$ cat src/rtl/swd_seq_pkg.sv
// SWD special-sequence generator: shared op codes, states and defaults.
// Optional abort input is enabled with SWD_SEQ_ABORT_EN.
package swd_seq_pkg;

  localparam logic [1:0] OP_LINE_RESET  = 2'd0;
  localparam logic [1:0] OP_IDLE        = 2'd1;
  localparam logic [1:0] OP_JTAG_TO_SWD = 2'd2;
  localparam logic [1:0] OP_RAW         = 2'd3;

  localparam logic [15:0] SWITCH_CODE_DEF = 16'hE79E;
  localparam int          MIN_RESET_DEF   = 50;
  localparam int          IDLE_TAIL_DEF   = 2;

  typedef enum logic [2:0] {
    S_IDLE  = 3'd0,
    S_ONES  = 3'd1,
    S_CODE  = 3'd2,
    S_ONES2 = 3'd3,
    S_ZEROS = 3'd4,
    S_RAW   = 3'd5,
    S_DONE  = 3'd6
  } state_t;

endpackage

$ cat src/rtl/swd_seq_gen_shifter.sv
// LSB-first loadable shift register with a phase down-counter.
// last_o marks the final bit of the currently loaded phase.
module swd_bit_shifter #(
  parameter int W  = 32,
  parameter int CW = 9
) (
  input  logic          clk_i,
  input  logic          rst_ni,
  input  logic          load_i,
  input  logic          shift_i,
  input  logic [W-1:0]  data_i,
  input  logic [CW-1:0] len_i,
  output logic          bit_o,
  output logic          last_o
);

  logic [W-1:0]  data_q;
  logic [CW-1:0] cnt_q;

  always_ff @(posedge clk_i or negedge rst_ni) begin
    if (!rst_ni) begin
      data_q <= '0;
      cnt_q  <= '0;
    end else if (load_i) begin
      data_q <= data_i;
      cnt_q  <= len_i;
    end else if (shift_i) begin
      data_q <= data_q >> 1;
      if (cnt_q != '0) cnt_q <= cnt_q - CW'(1);
    end
  end

  assign bit_o  = data_q[0];
  assign last_o = (cnt_q == CW'(1));

endmodule

$ cat src/rtl/swd_seq_gen.sv
// SWD line-reset / idle / JTAG-to-SWD / raw bit sequencer.
// Define SWD_SEQ_ABORT_EN to add the abort input.
module swd_seq_gen
  import swd_seq_pkg::*;
#(
  parameter int          CNT_W       = 8,
  parameter int          RAW_W       = 32,
  parameter int          MIN_RESET   = MIN_RESET_DEF,
  parameter int          IDLE_TAIL   = IDLE_TAIL_DEF,
  parameter logic [15:0] SWITCH_CODE = SWITCH_CODE_DEF
) (
  input  logic             sck,
  input  logic             rst_n,
  input  logic             cmd_valid,
  output logic             cmd_ready,
  input  logic [1:0]       cmd_op,
  input  logic [CNT_W-1:0] cmd_len,
  input  logic [RAW_W-1:0] cmd_raw,
`ifdef SWD_SEQ_ABORT_EN
  input  logic             abort,
`endif
  output logic             swdio_out,
  output logic             swdio_oe,
  output logic             swclk_en,
  output logic             busy,
  output logic             done
);

  localparam int CW = CNT_W + 1;
  localparam logic [CW-1:0] MIN_C  = CW'(MIN_RESET);
  localparam logic [CW-1:0] RAW_C  = CW'(RAW_W);
  localparam logic [CW-1:0] TAIL_C = CW'(IDLE_TAIL);
  localparam logic [CW-1:0] CODE_C = CW'(16);
  localparam bit HAS_TAIL = (IDLE_TAIL > 0);

  state_t         state_q, state_d;
  logic [1:0]     op_q, op_d;
  logic           load, shift;
  logic [RAW_W-1:0] ld_data;
  logic [CW-1:0]  ld_len, len_x;
  logic           sh_bit, sh_last;
  logic           emit;

  assign len_x = {1'b0, cmd_len};

  swd_bit_shifter #(
    .W  (RAW_W),
    .CW (CW)
  ) u_shift (
    .clk_i   (sck),
    .rst_ni  (rst_n),
    .load_i  (load),
    .shift_i (shift),
    .data_i  (ld_data),
    .len_i   (ld_len),
    .bit_o   (sh_bit),
    .last_o  (sh_last)
  );

  always_comb begin
    state_d = state_q;
    op_d    = op_q;
    load    = 1'b0;
    shift   = 1'b0;
    ld_data = '0;
    ld_len  = '0;
    unique case (state_q)
      S_IDLE: begin
        if (cmd_valid) begin
          op_d = cmd_op;
          load = 1'b1;
          unique case (cmd_op)
            OP_LINE_RESET: begin
              state_d = S_ONES;
              ld_len  = (len_x > MIN_C) ? len_x : MIN_C;
            end
            OP_IDLE: begin
              state_d = (cmd_len == '0) ? S_DONE : S_ZEROS;
              ld_len  = len_x;
            end
            OP_JTAG_TO_SWD: begin
              state_d = S_ONES;
              ld_len  = MIN_C;
            end
            default: begin
              state_d = (cmd_len == '0) ? S_DONE : S_RAW;
              ld_data = cmd_raw;
              ld_len  = (len_x < RAW_C) ? len_x : RAW_C;
            end
          endcase
        end
      end
      S_ONES: begin
        shift = 1'b1;
        if (sh_last) begin
          load = 1'b1;
          if (op_q == OP_JTAG_TO_SWD) begin
            state_d = S_CODE;
            ld_data = RAW_W'(SWITCH_CODE);
            ld_len  = CODE_C;
          end else begin
            state_d = HAS_TAIL ? S_ZEROS : S_DONE;
            ld_len  = TAIL_C;
          end
        end
      end
      S_CODE: begin
        shift = 1'b1;
        if (sh_last) begin
          load    = 1'b1;
          state_d = S_ONES2;
          ld_len  = MIN_C;
        end
      end
      S_ONES2: begin
        shift = 1'b1;
        if (sh_last) begin
          load    = 1'b1;
          state_d = HAS_TAIL ? S_ZEROS : S_DONE;
          ld_len  = TAIL_C;
        end
      end
      S_ZEROS, S_RAW: begin
        shift = 1'b1;
        if (sh_last) state_d = S_DONE;
      end
      default: state_d = S_IDLE;
    endcase
`ifdef SWD_SEQ_ABORT_EN
    // Drop the rest of the sequence; S_DONE already ends it.
    if (abort && state_q != S_IDLE && state_q != S_DONE) begin
      state_d = S_DONE;
      load    = 1'b0;
      shift   = 1'b0;
    end
`endif
  end

  always_ff @(posedge sck or negedge rst_n) begin
    if (!rst_n) begin
      state_q <= S_IDLE;
      op_q    <= OP_LINE_RESET;
    end else begin
      state_q <= state_d;
      op_q    <= op_d;
    end
  end

  assign emit = (state_q == S_ONES) || (state_q == S_CODE) ||
                (state_q == S_ONES2) || (state_q == S_ZEROS) ||
                (state_q == S_RAW);

  assign cmd_ready = (state_q == S_IDLE);
  assign swclk_en  = emit;
  assign swdio_oe  = emit;
  assign busy      = emit;
  assign done      = (state_q == S_DONE);
  assign swdio_out = (state_q == S_ONES) || (state_q == S_ONES2) ||
                     (((state_q == S_CODE) || (state_q == S_RAW)) && sh_bit);

endmodule

$ cat config.mk
export PLATFORM = sky130hd
export DESIGN_NAME = swd_seq_gen
export DESIGN_NICKNAME = d
export VERILOG_FILES = /design/src/rtl/swd_seq_pkg.sv /design/src/rtl/swd_seq_gen_shifter.sv /design/src/rtl/swd_seq_gen.sv
export SDC_FILE = /design/constraint.sdc
export NUM_CORES = 1
export LEC_CHECK = 0
export CAP_MARGIN = 20
export CORE_ASPECT_RATIO = 1.4
export CORE_MARGIN = 2
export CORE_UTILIZATION = 48
export DETAILED_ROUTE_END_ITERATION = 8
export GPL_TIMING_DRIVEN = 0
export PLACE_DENSITY_LB_ADDON = 0.12
export SLEW_MARGIN = 30
export SYNTH_ARGS = -nofsm -noshare
export SYNTH_HDL_FRONTEND = slang
export SYNTH_HIERARCHICAL = 1
export SYNTH_SLANG_ARGS = --single-unit
$ cat constraint.sdc
create_clock -name sck -period 2.8 [get_ports sck]
set_clock_uncertainty 0.15 [all_clocks]
set_input_delay 0.7 -clock sck [delete_from_list [all_inputs] [get_ports sck]]
set_output_delay 0.7 -clock sck [all_outputs]
set_load 0.03 [all_outputs]
; ---- Word-level counts from Yosys, hierarchy flattened
; Index checks and enable logic that the tools add are counted.
[word_totals]
out_inout_bits = 6
input_bits = 45
regBits = 46
[classes]
muxes = 33
add_sub_neg = 1
order_cmp = 2
n_eq_ne = 15
n_reduce_logical = 22
[op_table]
columns = operator, n
row1 = $mux W32, 4
row2 = $pmux W32 S2, 1
row3 = $mux W16, 2
row4 = $pmux W8 S4, 1
row5 = $mux W9, 3
row6 = $mux W8, 3
row7 = $pmux W8 S3, 1
row8 = $mux W3, 6
row9 = $pmux W3 S5, 1
row10 = $mux W5, 2
row11 = $ne A2 B2 Y1 const B, 5
row12 = $eq A3 B3 Y1 const B, 3
row13 = $eq A9 B1 Y1 const B, 1
row14 = $reduce_bool A9 Y1, 1
row15 = $sub A9 B1 Y9 const B, 1
row16 = $gt A8 B6 Y1 const B, 1
row17 = $logic_not A8 Y1, 1
row18 = $lt A8 B6 Y1 const B, 1
row19 = $logic_or A1 B1 Y1, 7
row20 = $eq A3 B2 Y1 const B, 2
row21 = $mux W2, 3
row22 = $mux W6, 1
row23 = $pmux W3 S2, 1
row24 = $reduce_or A3 Y1, 2
row25 = other kinds (13), 19

; ---- Logic depth before layout (Yosys ltp)
[depth]
word_depth = 6
depth_mapped = 10

; ---- Modules after synthesis
; Netlist, hierarchy kept.
[by_module_without_submodules]
columns = module, seq_area_each_um2, n_inst, area_each_um2, cells_each
row1 = swd_bit_shifter, 1026.0, 1, 2063.2, 203
row2 = swd_seq_gen, 125.1, 1, 872.1, 121

; ---- Least setup slack after synthesis
; OpenSTA, ideal clock, no wires.
[synth_path]
kind = register to output
startpoint = reg state_q[1]
endpoint = out swclk_en
path_stages_with_launch = 5
setup_slack_ns = -0.179
t_arrival_ns = 2.129
path_cell_list = dfrtp_1 > clkbuf_1 > nor3_1 > a21oi_1 > buf_4
[synth_via]
elab_chain_len = 5
word_cells_on_any_way = 9
[synth_rtl]
columns = element, line
row1 = start: declaration, swd_seq_gen.sv:36  ; state_t state_q, state_d;
row2 = start signal: assignment, swd_seq_gen.sv:144  ; state_q <= state_d;
row3 = $eq A3 B1 Y1 / $eq A3 B2 Y1 (equally long branches), swd_seq_gen.sv:149  ; assign emit = (state_q == S_ONES) || (state_q == S_CODE) ||
row4 = $logic_or A1 B1 Y1 (2 in series), swd_seq_gen.sv:149
row5 = $logic_or A1 B1 Y1, swd_seq_gen.sv:150  ; (state_q == S_ONES2) || (state_q == S_ZEROS) ||
row6 = $logic_or A1 B1 Y1 *, swd_seq_gen.sv:150
row7 = end: declaration, swd_seq_gen.sv:24  ; output logic swclk_en,
; Every way passes the cells marked *; elsewhere a longest branch is shown, timed or not.

; ---- Final worst setup path
[layout_path]
startpoint = reg state_q[0]
endpoint = out done
[layout_via]
elab_chain_len = 1
[layout_rtl]
columns = element, line
row1 = $eq A3 B3 Y1, swd_seq_gen.sv:157  ; assign done = (state_q == S_DONE);
row2 = end: declaration, swd_seq_gen.sv:26  ; output logic done
; Every way passes these cells.

==> metrics.txt <==
CP required 1.95 ns; Core Util, Final 62.3%; Max Used Layer met4; share of total power in the clock network 19.5%; number of port buffers 50; Critical Path AT 1.83 ns; drt first pass iters 4; TritonCTS clock tree done; status finished clean; Reg area 1150 um^2; GRT overflow 0; Yosys cell types 57; Vias 2508; R2R setup slack 0.20 ns; WL met3 218 um; Crit Path Category reg -> out; # hold bufs at CTS 0; Initial Utilization 49.7%; gpl congestion 0.909; switching share of total power 40.1%; crit path capture type output port; Hold Violations, Final 0; Tot GR Track Use 21.8%; VDD IR max 0.328 mV; Area contributors post-synth dfrtp_1, mux2i_1, o21ai_0; Top FF cell, synth dfrtp_1; CTS Buf Count 5; DRC 0; DR vias/cell 5.55; vias in the first global route 2510; fin crit share 95.6%; number of slew-limit violations in the final report 0; Worst-Skew Late Latency 0.30 ns; Yosys top cell area share 39.2%; clock sink count 46; number of H-tree levels 2; share of layout cells above drive strength 1 10.5%; DRT iter0 DRCs 127; number of diodes 0; I/O pins 51; fillers 531; Tmin final 2.68 ns; global-route wire length before repair 11700 um; Avg Synthesized Cell Area 9.06 um^2; P_sw 0.00124 W; worst min path class in -> async; Flop pwr share 31.8%; power per standard cell area 843 nW/um^2; Final HPWL DP 5290 um; Syn Std Cell Area 2940 um^2; cell-internal power 0.00186 W; Async SR Flop Fraction 100%; Final nets 429; syn_nets 372; Routed wire per std cell 15.6 um; Final Setup Violations 0; flops & latches, synth 46; Post-synth EDFFs 0; RSZ-0062 raised after global routing no; Post-Synthesis Cells 324; f_max 374 MHz; Longest Clk Path Bufs 2; Worst-path clk slew 0.08 ns; die area 6770 um^2; DIE HEIGHT 96.5 um; combinational share of power 48.7%; met2 wire len 3820 um; cell taking the most area after synthesis dfrtp_1; Std-Cell Core Area 5900 um^2; sequential fraction of the synthesis area 39.2%; leakage power 1.73 nW; footprint of the multi-input gates 1650 um^2; drt total wl 7060 um; M1 WL 2860 um; Setup TNS 0 ns; Die X 70.1 um; initial antenna violation count 0; Max Cap Viol 0; Critical Path Source Type register; CP max FO 14; YS warnings 6; largest net degree at the start of global routing 47; row count 33; Synth-to-Final Area Change 25.3%; clock root buffer clkbuf_8; Rel. slew slack 60.3%; Slew @ Worst Pin 0.595 ns; ANT nets after route 0; total power draw 0.00310 W
[layer usage]
| metal | up-vias | GRT usage (%) |
|---|---|---|
| li1 | 1252 | - |
| met1 | 1190 | 24.0 |
| met2 | 54 | 42.2 |
| met3 | 12 | 3.11 |
| met4 | 0 | 8.81 |
| met5 | - | 0 |
[flip-flops by register name, indices dropped and copies added (netlist names)]
register and count:
op_q 2, u_shift/data_q 32, state_q 3, u_shift/cnt_q 9
[stage by stage]
| step | instance area [um^2] | worst slack [ns] | hold WS (ns) | std cells |
|---|---|---|---|---|
| 6_report | 3680 | 0.124 | 0.248 | 452 |
| 3_3_place_gp | 3530 | -0.437 | 0.372 | 444 |
| 3_5_place_dp | 3530 | -0.395 | 0.386 | 444 |
| 4_1_cts | 3670 | 0.0296 | 0.264 | 452 |
| 2_1_floorplan | 2940 | 0.188 | 0.254 | 324 |
| 5_1_grt | 3680 | 0.0167 | 0.295 | 452 |
[Yosys cell counts, types with 3 or more instances]
cell      number
nand2_1       50
dfrtp_1       46
o21ai_0       40
mux2i_1       31
and2_1        21
a21o_1        12
nor2_1        12
clkbuf_1       9
a21oi_1        8
nor3_1         8
inv_1          7
buf_2          5
nand2b_1       4
nor2b_1        4
buf_1          3
buf_6          3
ha_1           3
mux2_2         3
nand4_1        3
xnor2_1        3
[critical path: stages, from the launching register on]
cell and delay [ns]:
dfrtp_2 0.52, nand2b_1 0.23, nor2_1 0.11, clkdlybuf4s50_1 0.67
[kinds of logic after synthesis]
logic type	Yosys count	synth area share [%]
buffers and inverters	29	4.94
AO/OA/AOI/OAI	82	17.5
XOR/XNOR	5	1.49
other	1	0.128
flip-flops	46	39.2
multiplexers	34	11.7
adder cells (fa/ha/maj)	3	1.28
AND/OR/NAND/NOR	124	23.7
[final timing paths]
kind	cells past startpoint	to	startpoint
min in group sck	2	u_shift/data_q[31]	u_shift/data_q[31]
max in group asynchronous	1	state_q[1]	rst_n
worst min register to register	2	u_shift/data_q[31]	u_shift/data_q[31]
worst max register to register	9	u_shift/data_q[1]	u_shift/cnt_q[5]
worst max-delay path	3	done	state_q[0]
worst min-delay path	1	state_q[2]	rst_n
[power groups by stage]
stage | logic, W | clock network, W | registers (W)
floorplan | 0.00115 | 0 | 0.000933
global placement | 0.00152 | 0 | 0.000966
CTS | 0.00151 | 0.000623 | 0.000979
finish | 0.00151 | 0.000606 | 0.000985
global route | 0.00164 | 0.000649 | 0.00101
detailed placement | 0.00155 | 0 | 0.000972
[repair_timing]
item,in CTS,in global routing
buffers inserted,1,0
endpoints found under the setup margin,23,13
gates resized for setup,10,6
pin swaps,1,0
[area by class of cell]
| cell class | instances | area share [%] |
|---|---|---|
| Multi-Input combinational cell | 249 | 44.7 |
| Timing Repair Buffer | 51 | 13.6 |
| Buffer | 21 | 3.27 |
| Sequential cell | 46 | 31.4 |
| Clock inverter | 2 | 1.63 |
| Inverter | 7 | 0.715 |
| Clock buffer | 6 | 2.25 |
| Tap cell | 70 | 2.38 |
[cells in the final DEF, fill, tap and decap left out, types with 4 or more instances in the layout]
cell type / netlist / final
dlygate4sd2_1: 0 / 4
a21oi_1: 8 / 8
clkbuf_8: 0 / 6
o21ai_0: 40 / 40
nand2_1: 50 / 50
a21o_1: 12 / 12
buf_4: 2 / 4
and2_1: 21 / 21
nor2_1: 12 / 12
inv_1: 7 / 7
mux2i_1: 31 / 31
nor2b_1: 4 / 4
buf_2: 5 / 7
clkbuf_1: 9 / 4
clkdlybuf4s50_1: 0 / 44
dfrtp_1: 46 / 43
nand2b_1: 4 / 4
nor3_1: 8 / 7
No activity file was read; power rests on OpenSTA's default activity.
